### src/rtl/add_sub_pipe_if.sv
`default_nettype none
// ============================================================================
// add_sub_pipe_if : operand/result bus for the pipelined adder-subtractor
// Rev 1.0
// ============================================================================
interface add_sub_pipe_if #(
   parameter int WIDTH = 16
);
   logic [WIDTH-1:0] A;
   logic [WIDTH-1:0] B;
   logic [1:0]       Op;
   logic             Ci;
   logic             In_valid;
   logic             In_ready;
   logic [WIDTH-1:0] S;
   logic             Co;
   logic             V;
   logic             Z;
   logic             N;
   logic             Out_valid;
   logic             Out_ready;

   modport master (
      output A, B, Op, Ci, In_valid, Out_ready,
      input  In_ready, S, Co, V, Z, N, Out_valid
   );

   modport slave (
      input  A, B, Op, Ci, In_valid, Out_ready,
      output In_ready, S, Co, V, Z, N, Out_valid
   );
endinterface
`default_nettype wire

### src/rtl/add_sub_pipe.sv
`default_nettype none
// ============================================================================
// add_sub_pipe : carry chain split into WIDTH/CHUNK register stages (CHUNK < WIDTH)
// Rev 1.0
// ============================================================================
module add_sub_pipe #(
   parameter int WIDTH = 16,
   parameter int CHUNK = 4
) (
   input  logic          clk,
   input  logic          reset_n,
   add_sub_pipe_if.slave bus
);
   localparam int STAGES = WIDTH / CHUNK;
   localparam int MID    = STAGES - 1;
   localparam int L      = STAGES - 1;

   // intermediate stages; the final chunk lands directly in the output registers
   logic             r_vld [MID];
   logic [WIDTH-1:0] r_sum [MID];
   logic [WIDTH-1:0] r_a   [MID];
   logic [WIDTH-1:0] r_b   [MID];
   logic             r_cry [MID];

   logic             r_out_vld;
   logic [WIDTH-1:0] r_s;
   logic             r_co;
   logic             r_v;
   logic             r_z;
   logic             r_n;

   logic [WIDTH-1:0] w_a_in    [STAGES];
   logic [WIDTH-1:0] w_b_in    [STAGES];
   logic [WIDTH-1:0] w_s_in    [STAGES];
   logic [WIDTH-1:0] w_sum_nxt [STAGES];
   logic             w_c_in    [STAGES];
   logic             w_vld_in  [STAGES];
   logic [CHUNK:0]   w_cs      [STAGES];

   logic             w_adv;
   logic [WIDTH-1:0] w_bp;
   logic             w_c0;
   logic [WIDTH-1:0] w_res;
   logic             w_co;
   logic             w_ovf;

   assign w_adv        = bus.Out_ready | ~r_out_vld;
   assign bus.In_ready = w_adv;

   // B is inverted once at entry, so later stages only ever add
   assign w_bp = bus.Op[0] ? ~bus.B : bus.B;
   assign w_c0 = bus.Op[1] ? bus.Ci : bus.Op[0];

   always_comb begin
      w_a_in[0]   = bus.A;
      w_b_in[0]   = w_bp;
      w_s_in[0]   = '0;
      w_c_in[0]   = w_c0;
      w_vld_in[0] = bus.In_valid;
      for (int k = 1; k < STAGES; k++) begin
         w_a_in[k]   = r_a[k-1];
         w_b_in[k]   = r_b[k-1];
         w_s_in[k]   = r_sum[k-1];
         w_c_in[k]   = r_cry[k-1];
         w_vld_in[k] = r_vld[k-1];
      end
      for (int k = 0; k < STAGES; k++) begin
         w_cs[k] = {1'b0, w_a_in[k][k*CHUNK +: CHUNK]}
                 + {1'b0, w_b_in[k][k*CHUNK +: CHUNK]}
                 + {{CHUNK{1'b0}}, w_c_in[k]};
         w_sum_nxt[k] = w_s_in[k];
         w_sum_nxt[k][k*CHUNK +: CHUNK] = w_cs[k][CHUNK-1:0];
      end
   end

   assign w_res = w_sum_nxt[L];
   assign w_co  = w_cs[L][CHUNK];
   assign w_ovf = (w_a_in[L][WIDTH-1] == w_b_in[L][WIDTH-1]) &&
                  (w_res[WIDTH-1] != w_a_in[L][WIDTH-1]);

   always_ff @(posedge clk or negedge reset_n) begin
      if (!reset_n) begin
         for (int k = 0; k < MID; k++) begin
            r_vld[k] <= 1'b0;
            r_sum[k] <= '0;
            r_a[k]   <= '0;
            r_b[k]   <= '0;
            r_cry[k] <= 1'b0;
         end
         r_out_vld <= 1'b0;
         r_s       <= '0;
         r_co      <= 1'b0;
         r_v       <= 1'b0;
         r_z       <= 1'b0;
         r_n       <= 1'b0;
      end else if (w_adv) begin
         for (int k = 0; k < MID; k++) begin
            r_vld[k] <= w_vld_in[k];
            r_sum[k] <= w_sum_nxt[k];
            r_a[k]   <= w_a_in[k];
            r_b[k]   <= w_b_in[k];
            r_cry[k] <= w_cs[k][CHUNK];
         end
         r_out_vld <= w_vld_in[L];
         // bubbles leave the last result and its flags untouched
         if (w_vld_in[L]) begin
            r_s  <= w_res;
            r_co <= w_co;
            r_v  <= w_ovf;
            r_z  <= (w_res == '0);
            r_n  <= w_res[WIDTH-1];
         end
      end
   end

   assign bus.Out_valid = r_out_vld;
   assign bus.S         = r_s;
   assign bus.Co        = r_co;
   assign bus.V         = r_v;
   assign bus.Z         = r_z;
   assign bus.N         = r_n;
endmodule
`default_nettype wire

### src/flat_wrapper.sv
// flat-port wrapper written by rule: the top's interface ports become plain ports
module add_sub_pipe_flat 
#(
   parameter int WIDTH = 16,
   parameter int CHUNK = 4
)
  (clk, reset_n, bus_A, bus_B, bus_Op, bus_Ci, bus_In_valid, bus_Out_ready, bus_In_ready, bus_S, bus_Co, bus_V, bus_Z, bus_N, bus_Out_valid);
  add_sub_pipe_if #(.WIDTH(WIDTH)) bus_i ();
  input  logic clk;
  input  logic reset_n;
  input wire logic [$bits(bus_i.A)-1:0] bus_A;
  input wire logic [$bits(bus_i.B)-1:0] bus_B;
  input wire logic [$bits(bus_i.Op)-1:0] bus_Op;
  input wire logic [$bits(bus_i.Ci)-1:0] bus_Ci;
  input wire logic [$bits(bus_i.In_valid)-1:0] bus_In_valid;
  input wire logic [$bits(bus_i.Out_ready)-1:0] bus_Out_ready;
  output wire logic [$bits(bus_i.In_ready)-1:0] bus_In_ready;
  output wire logic [$bits(bus_i.S)-1:0] bus_S;
  output wire logic [$bits(bus_i.Co)-1:0] bus_Co;
  output wire logic [$bits(bus_i.V)-1:0] bus_V;
  output wire logic [$bits(bus_i.Z)-1:0] bus_Z;
  output wire logic [$bits(bus_i.N)-1:0] bus_N;
  output wire logic [$bits(bus_i.Out_valid)-1:0] bus_Out_valid;
  assign bus_i.A = bus_A;
  assign bus_i.B = bus_B;
  assign bus_i.Op = bus_Op;
  assign bus_i.Ci = bus_Ci;
  assign bus_i.In_valid = bus_In_valid;
  assign bus_i.Out_ready = bus_Out_ready;
  assign bus_In_ready = bus_i.In_ready;
  assign bus_S = bus_i.S;
  assign bus_Co = bus_i.Co;
  assign bus_V = bus_i.V;
  assign bus_Z = bus_i.Z;
  assign bus_N = bus_i.N;
  assign bus_Out_valid = bus_i.Out_valid;
  add_sub_pipe #(.WIDTH(WIDTH), .CHUNK(CHUNK)) u_core (.clk(clk), .reset_n(reset_n), .bus(bus_i));
endmodule
### config.mk
export PLATFORM = sky130hd
export DESIGN_NAME = add_sub_pipe_flat
export DESIGN_NICKNAME = d
export VERILOG_FILES = /design/src/rtl/add_sub_pipe_if.sv /design/src/rtl/add_sub_pipe.sv /design/src/flat_wrapper.sv
export SDC_FILE = /design/constraint.sdc
export NUM_CORES = 1
export LEC_CHECK = 0
export ABC_CLOCK_PERIOD_IN_PS = 3250
export BUFFER_PORTS_ARGS = -buffer_cell sky130_fd_sc_hd__buf_2
export CAP_MARGIN = 20
export CORE_MARGIN = 2
export CORE_UTILIZATION = 61
export CTS_CLUSTER_DIAMETER = 120
export DETAILED_ROUTE_END_ITERATION = 12
export PLACE_DENSITY = 0.84
export SETUP_SLACK_MARGIN = 0.5
export SLEW_MARGIN = 5
export SYNTH_ARGS = -nofsm -noshare
export SYNTH_HDL_FRONTEND = slang
export SYNTH_SLANG_ARGS = --single-unit
### constraint.sdc
create_clock -name clk -period 3.25 [get_ports clk]
set_clock_uncertainty 0.2 [all_clocks]
set_input_delay 0.325 -clock clk [delete_from_list [all_inputs] [get_ports clk]]
set_output_delay 0.325 -clock clk [all_outputs]
set_load 0.05 [all_outputs]
== Word level (Yosys, flattened, before mapping) ==
Index checks and enable logic that the tools add are counted.
Operators by class
  muxes and demuxes: 2
  equal/unequal tests: 2
  add/sub/neg operators: 8
  reduce and logical (&&, ||, !) cells: 3
  bitwise operators: 3
Operators by type and width (count)
  adder 4 x 4 -> 5 bit: 4
  adder 5 x 1 -> 5 bit: 4
  logical NOT 16 bit: 1
  2-to-1 mux 16 bit: 1
  NOT 16 bit: 1
  AND reduction 2 bit: 1
  equality test 1 bit: 1
  logical AND 1 bit: 1
  2-to-1 mux 1 bit: 1
  inequality test 1 bit: 1
  NOT 1 bit: 1
  OR 1 bit: 1
Storage, ports and cells
  register bits: 147
  word-level logic and storage cells: 39
  input bits: 39

== Logic depth before layout (Yosys ltp) ==
  depth in word-level cells: 4
  gate-level depth with buffers: 8
  mapped depth without buffers: 7

== Worst setup path before layout ==
No wires, ideal clock.
  kind: input port to flip-flop
  from: input bus_Op[0]
  to: register u_core.r_cry[2] (netlist name)
  path slack: 0.789 ns
  arrival time: 2.097 ns
  required time: 2.886 ns
  stages on the path: 8
  buffers on the path: 2
  cells stage by stage: buf_2 -> buf_4 -> mux2_2 -> fa_1 -> fa_1 -> a21o_1 -> a21oi_1 -> a21oi_1
On the way
  word-level cells in the longest chain between the ends: 3
Ends and longest elaborated chain
  start, declared: RTL line flat_wrapper.sv:13  | input wire logic [$bits(bus_i.Op)-1:0] bus_Op;
  2-to-1 mux 16 bit: RTL line add_sub_pipe.sv:51  | assign w_bp = bus.Op[0] ? ~bus.B : bus.B;
  adder 4 x 4 -> 5 bit: RTL line add_sub_pipe.sv:69  | + {1'b0, w_b_in[k][k*CHUNK +: CHUNK]}
  adder 5 x 1 -> 5 bit (*): RTL line add_sub_pipe.sv:70  | + {{CHUNK{1'b0}}, w_c_in[k]};
  end signal, assigned by index: RTL line add_sub_pipe.sv:102  | r_cry[k] <= w_cs[k][CHUNK];
  end, declared: RTL line add_sub_pipe.sv:23  | logic r_cry [MID];
Mark *: on every way between the ends. The rest lies on a longest branch, timed or not.
A chain may end at the register's enable or synchronous reset.

== Final worst setup path ==
  from: register u_core.r_cry[0] (netlist name)
  to: register u_core.r_z, in the netlist u_core.bus.Z
On the way
  word-level cells in the longest chain between the ends: 2
Ends and longest elaborated chain
  adder 5 x 1 -> 5 bit: RTL line add_sub_pipe.sv:70
  logical NOT 16 bit: RTL line add_sub_pipe.sv:110  | r_z <= (w_res == '0);
  end signal, assigned: RTL line add_sub_pipe.sv:110
  end, declared: RTL line add_sub_pipe.sv:29  | logic r_z;
No other way between the ends.

==> flow_metrics.env <==
export IMPL_critPathSlowestCell="fa_1"
export IMPL_p_per_area_nw_per_um2=982
export IMPL_fillers=490
export IMPL_drv_slew=0
export IMPL_regToRegStartpoint="u_core.r_cry[0]"
export IMPL_cts_max_path_buffers=2
export IMPL_synth_top_area_share_pct=56.3
export IMPL_place_gp_congestion=0.832
export IMPL_dieArea_um2=7830
export IMPL_ctsResizeCount=0
export IMPL_diodes=0
export IMPL_nNetsFinal=558
export IMPL_fmax_mhz=465
export IMPL_p_leak_uw=0.00262
export IMPL_place_area_um2=4700
export IMPL_portBuffers=60
export IMPL_yosys_area_top_type="dfrtp_1"
export IMPL_core_area_um2=6870
export IMPL_synth_seq_area_share_pct=56.3
export IMPL_track_usage_pct=22.4
export IMPL_routed_wl_mm=7.64
export IMPL_fp_dieH_um=88.5
export IMPL_worst_slew_pin_slew_ps=774
export IMPL_grt_ovfl_total=0
export IMPL_dp_slack_ps=931
export IMPL_rsz0062_at_grt="false"
export IMPL_drive_gt1_share_pct=19.2
export IMPL_clk_insertion_delay_late_ps=360
export IMPL_num_rows=30
export IMPL_final_util_pct=73.4
export IMPL_cts_tree="done"
export IMPL_critPathLaunchType="flip-flop"
export IMPL_crit_chain="fa_1 > inv_1 > fa_1 > nor4b_1 > nand4_1 > nor3b_1 > a22o_1"
export IMPL_synth_avg_cell_area_um2=10.1
export IMPL_netlist_area_um2=4360
export IMPL_dieWidth_um=88.5
export IMPL_crit_path_frequent_cell="fa_1"
export IMPL_grt_antenna_before_repair=0
export IMPL_drc=0
export IMPL_ys_async_sr_fraction_pct=100
export IMPL_rrSetupSlack_ps=1100
export IMPL_synth_seq_cells=98
export IMPL_synth_warnings=0
export IMPL_vias=3045
export IMPL_ant_nets=0
export IMPL_cts_buffers=9
export IMPL_start_util_pct=63.4
export IMPL_synth_nets=491
export IMPL_fin_setup_tns_ps=0
export IMPL_synth_area_top_cells="dfrtp_1 56%, nand2_1 16%, fa_1 3.7%, ha_1 3.4%, mux2_4 3.1%"
export IMPL_crit_start="u_core.r_cry[0]"
export IMPL_p_total_uw=4950
export IMPL_crit_arrival_ps=2210
export IMPL_avgRoutedWirePerCell_um=12.7
export IMPL_finalHoldViolations=0
export IMPL_grt_max_degree=88
export IMPL_cp_max_fo=2
export IMPL_final_area_um2=5040
export IMPL_clock_sinks=98
export IMPL_final_min_clock_period_ps=2150
export IMPL_setup_viol=0
export IMPL_grt_pass1_wl_mm=13.3
export IMPL_ys_types=27
export IMPL_slowest_delay_ps=450
export IMPL_clk_pin_slew_ps=100
export IMPL_io_pins=61
export IMPL_critical_path_class="flip-flop to flip-flop"
export IMPL_grt_pass1_vias=3000
export IMPL_status="complete, no violations"
export IMPL_drt_vias_per_instance=5.08
export IMPL_htree_levels=3
export IMPL_synth_main_ff_cell="dfrtp_1"
export IMPL_crit_required_ps=3300
export IMPL_cts_root_buffer_cell="clkbuf_8"
export IMPL_drv_cap=0
export IMPL_synth_edf_count=0
export IMPL_peakVddDrop_mv=0.456
export IMPL_hold_class="input port to flip-flop"
export IMPL_firstDrtPassIters=4
export IMPL_worstSetupEndpointType="flip-flop"
export IMPL_slew_limit_headroom_pct=48.4
export IMPL_hpwl_mm=5.12
export IMPL_drt_initial_drc_count=140
export IMPL_syn_to_final_growth_pct=15.8
export IMPL_fin_crit_sh_pct=66.2
export IMPL_min_from="bus_B[5]"
export IMPL_fin_ws_ps=1100
export IMPL_synthCells=432
## power breakdown
| group | leakage, µW | internal (µW) | switching [µW] |
|---|---|---|---|
| clock network | 0.000100 | 363 | 431 |
| registers | 0.00119 | 1750 | 333 |
| logic | 0.00133 | 785 | 1290 |
| total | 0.00262 | 2900 | 2050 |
## state kept, by name, summed over array words and instances (netlist names)
name                  count
u_core.bus.Co             1
u_core.r_a               24
u_core.r_cry              3
u_core.r_vld              3
u_core.r_sum             24
u_core.bus.N              1
u_core.bus.S             15
u_core.bus.V              1
u_core.bus.Out_valid      1
u_core.bus.Z              1
u_core.r_b               24
## through the flow
step                instances  hold slack [ps]
finish                    600             44.6
global route              600             48.3
CTS                       600             31.3
detailed placement        570              235
global placement          570              230
floorplan                 432             -171
## synthesized netlist by cell type, types with 2 or more instances
master	number
clkbuf_1	11
mux2_4	9
o21ai_0	26
buf_4	2
xnor2_1	14
fa_1	8
buf_6	2
a21o_1	7
nor2b_1	2
mux2_2	5
dfrtp_1	98
nor2_1	7
inv_1	7
ha_1	12
nand2_1	182
xor2_1	11
buf_2	7
a21oi_1	12
nor4_1	2
## per-layer routing
metal,global-route usage [%],vias up,part of all wire [%]
met2,37.6,73,50
met3,3.82,21,3.1
met4,12.4,0,3.1
met1,27.8,1439,44
met5,0,-,0
li1,-,1512,-
## cells by family after synthesis
group,count (synthesis),share of synthesized area (%)
compound gates,47,5.95
simple gates,198,17.8
xor+xnor,25,5.03
buf+inv,30,3.42
mux,14,4.40
fa+ha+maj,20,7.12
flops,98,56.3
## critical path: cells and delay by family, from the launching register on
kind,cells,cell delay (ps)
adder cells (fa/ha/maj),2,870
flip-flops,1,420
buffers and inverters,1,80
AND/OR/NAND/NOR,3,280
AO/OA/AOI/OAI,1,200
## placed cells by master, fill, tap and decap left out, types with 9 or more instances in the layout
master / n
ha_1: 12
mux2_4: 9
clkbuf_8: 9
o21ai_0: 26
dlygate4sd3_1: 14
xnor2_1: 14
dfrtp_1: 98
xor2_1: 11
nand2_1: 182
buf_2: 59
a21oi_1: 12
## repair_timing
action                    4_1_cts  5_1_grt
buffers inserted                0        0
hold buffers                   14        0
hold endpoints to repair       72        0
## worst paths after layout
kind | cells past startpoint | endpoint
max | 7 | u_core.bus.Z
min | 3 | u_core.r_b[37]
max reg2reg | 7 | u_core.bus.Z
min reg2reg | 2 | u_core.r_b[28]
max in group asynchronous | 3 | u_core.r_b[13]
min in group asynchronous | 2 | u_core.r_a[37]
## layout make-up
class	count	area (µm²)	share of cell area, %
Tap cell	96	120	2.38
Multi-Input combinational cell	304	1760	34.9
Sequential cell	98	2450	48.6
Inverter	8	35.0	0.695
Timing Repair Buffer	78	473	9.38
Clock buffer	9	124	2.46
Clock inverter	7	77.6	1.54
Power figures use the tool's default switching activity.
